$ cat src/rtl/param_uop_sequencer_pkg.sv
// Shared sizing and FSM encodings for the nibble-serial micro-op sequencer and its datapath.
package param_uop_sequencer_pkg;

  localparam int P_NBITS   = 4;
  localparam int C_N_OFF   = 32 / P_NBITS;
  localparam int C_OFFBITS = $clog2(C_N_OFF);

  localparam logic [C_OFFBITS-1:0] OFF_LAST = C_OFFBITS'(C_N_OFF - 1);

  typedef enum logic [1:0] {
    ST_IDLE     = 2'd0,
    ST_RUN      = 2'd1,
    ST_MEM_WAIT = 2'd2
  } seq_state_e;

  function automatic logic is_last_off(input logic [C_OFFBITS-1:0] off);
    return off == OFF_LAST;
  endfunction

endpackage

$ cat src/rtl/param_uop_xreg.sv
// R->X pipeline register: carries one micro-op's control fields into the execute stage.
module param_uop_xreg
  import param_uop_sequencer_pkg::*;
(
  input  logic                 clk,
  input  logic                 reset,
  input  logic                 r_val_i,
  input  logic [C_OFFBITS-1:0] r_off_i,
  input  logic [4:0]           r_rd_i,
  input  logic                 r_wb_en_i,
  input  logic                 r_is_sub_i,
  input  logic                 r_mem_i,
  output logic                 x_val_o,
  output logic [C_OFFBITS-1:0] x_off_o,
  output logic [4:0]           x_rd_o,
  output logic                 x_wb_en_o,
  output logic                 x_is_sub_o,
  output logic                 x_mem_o
);

  logic                 val_q;
  logic [C_OFFBITS-1:0] off_q;
  logic [4:0]           rd_q;
  logic                 wb_en_q;
  logic                 is_sub_q;
  logic                 mem_q;

  always_ff @(posedge clk or posedge reset) begin
    if (reset) begin
      val_q    <= 1'b0;
      off_q    <= '0;
      rd_q     <= '0;
      wb_en_q  <= 1'b0;
      is_sub_q <= 1'b0;
      mem_q    <= 1'b0;
    end else begin
      val_q    <= r_val_i;
      off_q    <= r_off_i;
      rd_q     <= r_rd_i;
      wb_en_q  <= r_wb_en_i;
      is_sub_q <= r_is_sub_i;
      mem_q    <= r_mem_i;
    end
  end

  assign x_val_o    = val_q;
  assign x_off_o    = off_q;
  assign x_rd_o     = rd_q;
  assign x_wb_en_o  = wb_en_q;
  assign x_is_sub_o = is_sub_q;
  assign x_mem_o    = mem_q;

endmodule

$ cat src/rtl/param_uop_sequencer.sv
// Expands each accepted instruction into C_N_OFF nibble micro-ops (R stage) and their
// execute-stage controls one cycle later; memory ops park in MEM_WAIT until the response.
module param_uop_sequencer
  import param_uop_sequencer_pkg::*;
(
  input  logic                 clk,
  input  logic                 reset,
  input  logic                 inst_val,
  output logic                 inst_rdy,
  input  logic [4:0]           inst_rs1,
  input  logic [4:0]           inst_rs2,
  input  logic [4:0]           inst_rd,
  input  logic                 inst_wb_en,
  input  logic                 inst_is_sub,
  input  logic                 inst_mem,
  input  logic                 dmemresp_val_Xhl,
  output logic [4:0]           rega_addr_Rhl,
  output logic [4:0]           regb_addr_Rhl,
  output logic [C_OFFBITS-1:0] a_subword_off_Rhl,
  output logic [C_OFFBITS-1:0] b_subword_off_Rhl,
  output logic [4:0]           wb_addr_Xhl,
  output logic [C_OFFBITS-1:0] wb_subword_off_Xhl,
  output logic                 wb_en_Xhl,
  output logic                 prop_carry_Xhl,
  output logic                 carry_in_1_Xhl,
  output logic                 flag_reg_en_Xhl,
  output logic                 addr_reg_en_Xhl,
  output logic                 last_uop_Xhl,
  output logic                 mem_access_Xhl
);

  seq_state_e           state_q, state_d;
  logic [C_OFFBITS-1:0] cnt_q, cnt_d;
  logic [4:0]           rs1_q, rs1_d, rs2_q, rs2_d, rd_q, rd_d;
  logic                 wb_en_q, wb_en_d, is_sub_q, is_sub_d, mem_q, mem_d;
  logic                 r_val;
  logic                 accept;
  logic                 mem_wait_live;

  logic                 x_val, x_wb_en, x_is_sub, x_mem;
  logic [C_OFFBITS-1:0] x_off;
  logic [4:0]           x_rd;

  always_ff @(posedge clk or posedge reset) begin
    if (reset) begin
      state_q  <= ST_IDLE;
      cnt_q    <= '0;
      rs1_q    <= '0;
      rs2_q    <= '0;
      rd_q     <= '0;
      wb_en_q  <= 1'b0;
      is_sub_q <= 1'b0;
      mem_q    <= 1'b0;
    end else begin
      state_q  <= state_d;
      cnt_q    <= cnt_d;
      rs1_q    <= rs1_d;
      rs2_q    <= rs2_d;
      rd_q     <= rd_d;
      wb_en_q  <= wb_en_d;
      is_sub_q <= is_sub_d;
      mem_q    <= mem_d;
    end
  end

  // The wait only becomes live once the last nibble has left X, so a response
  // coinciding with last_uop_Xhl is dropped.
  assign mem_wait_live = (state_q == ST_MEM_WAIT) && !last_uop_Xhl;

  always_comb begin
    state_d  = state_q;
    cnt_d    = cnt_q;
    rs1_d    = rs1_q;
    rs2_d    = rs2_q;
    rd_d     = rd_q;
    wb_en_d  = wb_en_q;
    is_sub_d = is_sub_q;
    mem_d    = mem_q;
    inst_rdy = 1'b0;
    r_val    = 1'b0;
    accept   = 1'b0;
    case (state_q)
      ST_IDLE: begin
        inst_rdy = 1'b1;
        accept   = inst_val;
      end
      ST_RUN: begin
        r_val = 1'b1;
        if (!is_last_off(cnt_q)) begin
          cnt_d = cnt_q + 1'b1;
        end else if (mem_q) begin
          state_d = ST_MEM_WAIT;
        end else begin
          inst_rdy = 1'b1;
          accept   = inst_val;
          state_d  = ST_IDLE;
        end
      end
      ST_MEM_WAIT: begin
        if (mem_wait_live && dmemresp_val_Xhl) state_d = ST_IDLE;
      end
      default: state_d = ST_IDLE;
    endcase
    if (accept) begin
      state_d  = ST_RUN;
      cnt_d    = '0;
      rs1_d    = inst_rs1;
      rs2_d    = inst_rs2;
      rd_d     = inst_rd;
      wb_en_d  = inst_wb_en;
      is_sub_d = inst_is_sub;
      mem_d    = inst_mem;
    end
  end

  assign rega_addr_Rhl     = r_val ? rs1_q : '0;
  assign regb_addr_Rhl     = r_val ? rs2_q : '0;
  assign a_subword_off_Rhl = r_val ? cnt_q : '0;
  assign b_subword_off_Rhl = r_val ? cnt_q : '0;

  param_uop_xreg u_xreg (
    .clk        (clk),
    .reset      (reset),
    .r_val_i    (r_val),
    .r_off_i    (cnt_q),
    .r_rd_i     (rd_q),
    .r_wb_en_i  (wb_en_q),
    .r_is_sub_i (is_sub_q),
    .r_mem_i    (mem_q),
    .x_val_o    (x_val),
    .x_off_o    (x_off),
    .x_rd_o     (x_rd),
    .x_wb_en_o  (x_wb_en),
    .x_is_sub_o (x_is_sub),
    .x_mem_o    (x_mem)
  );

  assign wb_en_Xhl          = x_val & x_wb_en & ~x_mem;
  assign prop_carry_Xhl     = x_val & (x_off != '0);
  assign carry_in_1_Xhl     = x_val & (x_off == '0) & x_is_sub;
  assign flag_reg_en_Xhl    = x_val;
  assign addr_reg_en_Xhl    = x_val & x_mem;
  assign last_uop_Xhl       = x_val & is_last_off(x_off);
  assign wb_addr_Xhl        = x_val ? x_rd : '0;
  assign wb_subword_off_Xhl = x_val ? x_off : '0;
  assign mem_access_Xhl     = mem_wait_live;

endmodule

$ cat config.mk
export PLATFORM = sky130hd
export DESIGN_NAME = param_uop_sequencer
export DESIGN_NICKNAME = d
export VERILOG_FILES = /design/src/rtl/param_uop_sequencer_pkg.sv /design/src/rtl/param_uop_xreg.sv /design/src/rtl/param_uop_sequencer.sv
export SDC_FILE = /design/constraint.sdc
export NUM_CORES = 1
export LEC_CHECK = 0
export ABC_AREA = 1
export CORE_ASPECT_RATIO = 1.1
export CORE_MARGIN = 2
export CORE_UTILIZATION = 40
export CTS_CLUSTER_SIZE = 12
export DETAILED_ROUTE_END_ITERATION = 8
export GPL_TIMING_DRIVEN = 0
export PLACE_DENSITY = 0.86
export SLEW_MARGIN = 30
export SYNTH_ARGS = -nofsm -noshare
export SYNTH_HDL_FRONTEND = slang
export SYNTH_SLANG_ARGS = --single-unit
$ cat constraint.sdc
create_clock -name clk -period 1.35 [get_ports clk]
set_input_delay 0.135 -clock clk [delete_from_list [all_inputs] [get_ports clk]]
set_output_delay 0.135 -clock clk [all_outputs]
set_load 0.02 [all_outputs]
* Yosys cells after proc, flatten, opt, wreduce, memory -nomap -nowiden
Cells that the tools add are included.
** Storage, ports and cells
- Output and inout bits :: 32
- Bits of input ports :: 22
- Flip-flop bits (word level) :: 35
** Cells by class
- Reductions and logical operators :: 9
- Bitwise operators :: 8
- $add $sub $neg :: 1
- Equality and inequality tests :: 8
- Mux-type cells :: 20
** Operators with widths (count)
- $mux 3 :: 5
- $mux 5 :: 3
- $mux 2 :: 4
- $and 1x1->1 :: 7
- $eq 3x3->1 const B :: 2
- $pmux 2 s3 :: 1
- $mux 1 :: 5
- $ne 2x2->1 const B :: 2
- $pmux 1 s2 :: 2
- $add 3x1->3 const B :: 1
- $logic_not 3->1 :: 1
- $ne 3x2->1 const B :: 1
- $ne 3x3->1 const B :: 1
- $reduce_and 3->1 :: 1
- $reduce_bool 3->1 :: 1
- $eq 2x1->1 const B :: 1
- $eq 2x2->1 const B :: 1
- $logic_and 1x1->1 :: 2
- $logic_not 2->1 :: 1
- $reduce_and 2->1 :: 1
- $reduce_bool 2->1 :: 1
- $logic_not 1->1 :: 1
- $not 1->1 :: 1

* Logic depth before layout (Yosys ltp)
- Depth in word-level cells :: 8
- Depth in mapped cells :: 8
- Mapped depth without buffers :: 7

* Cells and area by module
Synthesis repeated with hierarchy kept, for this count alone.
** Unflattened totals
- Cells, all modules :: 185
- Area, all modules :: 1535.2 µm²
** Modules (own cells, without submodules)
- param_uop_sequencer :: sequential area each 575.6 µm², times used 1, cells an instance 172, area each 1231.2 µm²
- param_uop_xreg :: sequential area each 300.3 µm², times used 1, cells an instance 13, area each 304.0 µm²

* Worst setup path before layout
Ideal clock, no wire load.
- Path type :: register to output
- From :: register state_q[1]
- To :: output port b_subword_off_Rhl[1]
- Data required time :: 1.215 ns
- Stages on the path, launching flop included :: 6
- Path slack :: -0.111 ns
- Buffers on the path :: 2
- Arrival time :: 1.326 ns
- Cells stage by stage :: dfrtp_1 -> nor2_2 -> inv_1 -> buf_2 -> nor2_1 -> buf_4
** Between the ends
- Cells in the longest elaborated chain, start to end :: 3
** RTL lines
- start: declaration :: RTL line param_uop_sequencer.sv:32 : seq_state_e state_q, state_d;
- start signal: assignment :: RTL line param_uop_sequencer.sv:55 : state_q <= state_d;
- $eq 2x1->1 :: RTL line param_uop_sequencer.sv:82 : case (state_q)
- $mux 1 :: RTL line param_uop_sequencer.sv:82
- net r_val :: RTL line param_uop_sequencer.sv:36 : logic r_val;
- $mux 3
- end: declaration :: RTL line param_uop_sequencer.sv:20 : output logic [C_OFFBITS-1:0] b_subword_off_Rhl,
The timed path passes the listed nets, and every way through them passes these cells.

* Worst setup path in the final report
- From :: register cnt_q[1]
- To :: register rd_q[1]
** Between the ends
- Cells in the longest elaborated chain, start to end :: 3
** RTL lines
- start: declaration :: RTL line param_uop_sequencer.sv:33 : logic [C_OFFBITS-1:0] cnt_q, cnt_d;
- start signal: assignment :: RTL line param_uop_sequencer.sv:56 : cnt_q <= cnt_d;
- $eq 3x3->1 :: RTL line param_uop_sequencer_pkg.sv:17 : return off == OFF_LAST;
- $mux 1 :: RTL line param_uop_sequencer.sv:89 : if (!is_last_off(cnt_q)) begin
- $pmux 1 s2 :: RTL line param_uop_sequencer.sv:82
- end signal: assignment :: RTL line param_uop_sequencer.sv:59 : rd_q <= rd_d;
- end: declaration :: RTL line param_uop_sequencer.sv:34 : logic [4:0] rs1_q, rs1_d, rs2_q, rs2_d, rd_q, rd_d;
Every way passes these cells.
A chain may end at the register's enable or synchronous reset.

==> impl_metrics.py <==
metrics = {
    "global_routing": {
        "grt_pass1_wl_um": 6830,
        "routing_usage_on_met1": 0.213,
        "most_used_routing_layer": "met2",
        "use_met3": 0.0617,
        "antenna_violations_before_repair": 0,
        "grt_usage": 0.215,
        "grt_max_degree": 36,
        "grt_pass1_vias": 1466,
        "overflow_left_after_global_routing": 0,
        "global_route_met2_utilization": 0.420,
    },
    "pwr": {
        "power-per-cell-area_mw_per_mm2": 2730,
        "cell_leakage_power_nw": 1.42,
        "finalPower_mw": 7.65,
        "ir_drop_v": 0.00165,
    },
    "worst_setup_path": {
        "timing.setup.critical_path_class": "register to register",
        "critical_path_peak_fanout": 4,
        "startpoint_type": "register",
        "required_ps": 1530,
        "end_kind": "register",
        "worst-endpoint-arrival_ps": 1860,
    },
    "cts": {
        "clock_tree_from_tritoncts": "built",
        "clockBufferDepth": 2,
        "worst_skew_pair.late_latency_ps": 290,
        "holdBufCountCts": 0,
        "root_buffer": "clkbuf_8",
        "numClockSinks": 35,
        "cts-buffers-inserted": 5,
        "path_clk_slew_ps": 70,
        "clock_tree.htree_level_count": 2,
    },
    "route": {
        "detailroute.via_count": 1532,
        "drc": 0,
        "first_pass_iters": 4,
        "number_of_drc_markers_in_iteration_0": 59,
        "route.final.wire_length_um": 4800,
        "post_drt_via_cell_ratio": 4.82,
        "route.detailed.wl_per_inst_um": 15.1,
        "antenna_left": 0,
    },
    "run_status": {
        "status": "complete, but fails checks",
        "failed_checks": "setup timing",
    },
    "place": {
        "place.detailed.hpwl_um": 2410,
        "preCtsSetupSlack_ps": -593,
        "port_buffers": 53,
        "post_place_cells": 287,
        "placed_area_sq_mm": 0.00214,
        "gp_routability_congestion": 0.791,
    },
    "layout": {
        "finish.cell_count_without_fillers": 318,
        "layout_net_count": 291,
        "n_antenna_cell": 0,
        "syn2layout_area_growth_pct": 82.9,
        "fin_area_sq_mm": 0.00280,
        "post_route_cells_drive_above_1_share": 0.455,
        "fillerInstances": 245,
    },
    "floorplan": {
        "core_area_sq_mm": 0.00365,
        "design.portCount": 54,
        "placementRows": 23,
        "floorplan.die.width_um": 63.0,
        "floorplan.initialDensity": 0.419,
        "die-area_sq_mm": 0.00434,
        "die_height_um": 68.9,
    },
    "timing": {
        "finalSetupViolCount": 40,
        "fin_ws_ps": -330,
        "fin_crit_sh": 1.24,
        "finalWorstPathRequiredPeriod_ps": 1680,
        "fin_worst_skew_ps": 4.35,
        "max-slew-margin-rel": 0.528,
        "max_slew.worst_pin.slew_ps": 707,
        "slew_viol_final": 0,
        "grt_setup_unrepaired": "true",
        "fin_tns_setup_ps": -6700,
        "fmaxAchievable_mhz": 595,
        "final_hold_viol_count": 0,
    },
    "synthesis": {
        "synth.yosys.seq_area_share": 0.572,
        "yosys_register_bits": 35,
        "netlist_instances": 184,
        "synth.lib_cells_used.distinct": 18,
        "number_of_nets_produced_by_synthesis": 208,
        "ys_warn_count": 0,
        "synth_area_sq_mm": 0.00153,
        "avgSynthCellArea_sq_um": 8.32,
    },
    "job": {
        "timing.max_cap.violations": 0,
    },
    "hold_path": {
        "worst_hold_path_class": "input pin to async pin",
    },
}
## layout by cell type (no fill, tap or decap), types with 3 or more instances in the layout
| cell type | count |
|---|---|
| buf_2 | 5 |
| buf_4 | 15 |
| buf_6 | 34 |
| buf_8 | 4 |
| clkbuf_16 | 3 |
| clkbuf_8 | 5 |
| clkdlybuf4s50_1 | 21 |
| dfrtp_1 | 34 |
| inv_1 | 23 |
| inv_2 | 4 |
| nand2_1 | 53 |
| nand2_2 | 5 |
| nand2_4 | 3 |
| nand3_1 | 5 |
| nand3_2 | 16 |
| nor2_4 | 14 |
## synthesized netlist by cell type, drive strengths merged
master | count | area [sq um]
a21oi | 1 | 5.00
buf | 10 | 72.6
clkbuf | 1 | 3.75
dfrtp | 35 | 876
ha | 2 | 25.0
inv | 28 | 105
nand2 | 62 | 235
nand3 | 21 | 105
nor2 | 18 | 70.1
nor3 | 2 | 10.0
o21a | 1 | 7.51
o21ai | 2 | 10.0
or2 | 1 | 6.26
## registers in the layout (all words and copies together) (netlist names), 2 cells and up
signal,count
rd_q,5
rs2_q,5
u_xreg.x_off_o,3
state_q,2
cnt_q,3
u_xreg.x_rd_o,5
rs1_q,5
## worst paths after layout
path,from,end,slack (ps),cells after the start
worst max-delay path,cnt_q[1],rd_q[1],-330,10
worst min-delay path,reset,rd_q[4],280,2
worst min register to register,rd_q[2],u_xreg.x_rd_o[2],380,0
min in group clk,rd_q[2],u_xreg.x_rd_o[2],380,0
worst max register to register,cnt_q[1],rd_q[1],-330,10
max in group asynchronous,reset,u_xreg.x_off_o[0],570,2
## power by group
group	switching [mW]	total, mW	internal, mW
Sequential	0.334	1.88	1.55
Clock	0.368	0.729	0.362
Combinational	2.56	5.04	2.48
Total	3.26	7.65	4.39
## kinds of logic (layout without fill, tap and decap cells)
kind of cell	count (synthesis)	in the layout	synth area share
buf+inv	39	123	0.118
flops	35	35	0.572
compound gates	4	4	0.0147
simple gates	104	104	0.279
fa+ha+maj	2	2	0.0163
## routing by layer
layer,vias up,part of all wire,wire (um)
met3,9,0.042,204
met2,52,0.56,2710
li1,714,-,-
met4,0,0.030,143
met1,757,0.36,1740
met5,-,0,0
## through the flow
| step | hold slack (ps) | utilization |
|---|---|---|
| global route | 368 | 0.767 |
| CTS | 295 | 0.675 |
| finish | 275 | 0.767 |
| detailed placement | 360 | 0.584 |
| global placement | 357 | 0.584 |
| floorplan | 280 | - |
## timing repair
| action | in CTS | in global routing |
|---|---|---|
| endpoints found under the hold margin | 0 | 0 |
| pin swaps | 12 | 9 |
| gates cloned | 2 | 4 |
| gates resized for setup | 206 | 65 |
| setup endpoints to repair | 52 | 51 |
| buffers inserted | 12 | 7 |
## layout make-up
type / count / area (sq um) / share of cell area
flip-flops and latches: 35 / 877 / 0.313
repair buffers: 77 / 817 / 0.292
multi-input cells: 110 / 744 / 0.266
plain buffers: 10 / 111 / 0.0397
inverters: 28 / 108 / 0.0384
clock buffers: 7 / 76.3 / 0.0272
well taps: 50 / 62.6 / 0.0223
clock inverters: 1 / 5.00 / 0.00179
## critical path, cell delays in order (launching register included)
cell       delay, ps
dfrtp_1          410
ha_2             220
ha_4             170
nand2_4           60
nand2_4           50
buf_6            120
buf_8            110
buf_4            140
clkbuf_16        150
nand3_1           80
nand2_1           60
Note: power is estimated with default switching activity, not from simulation.
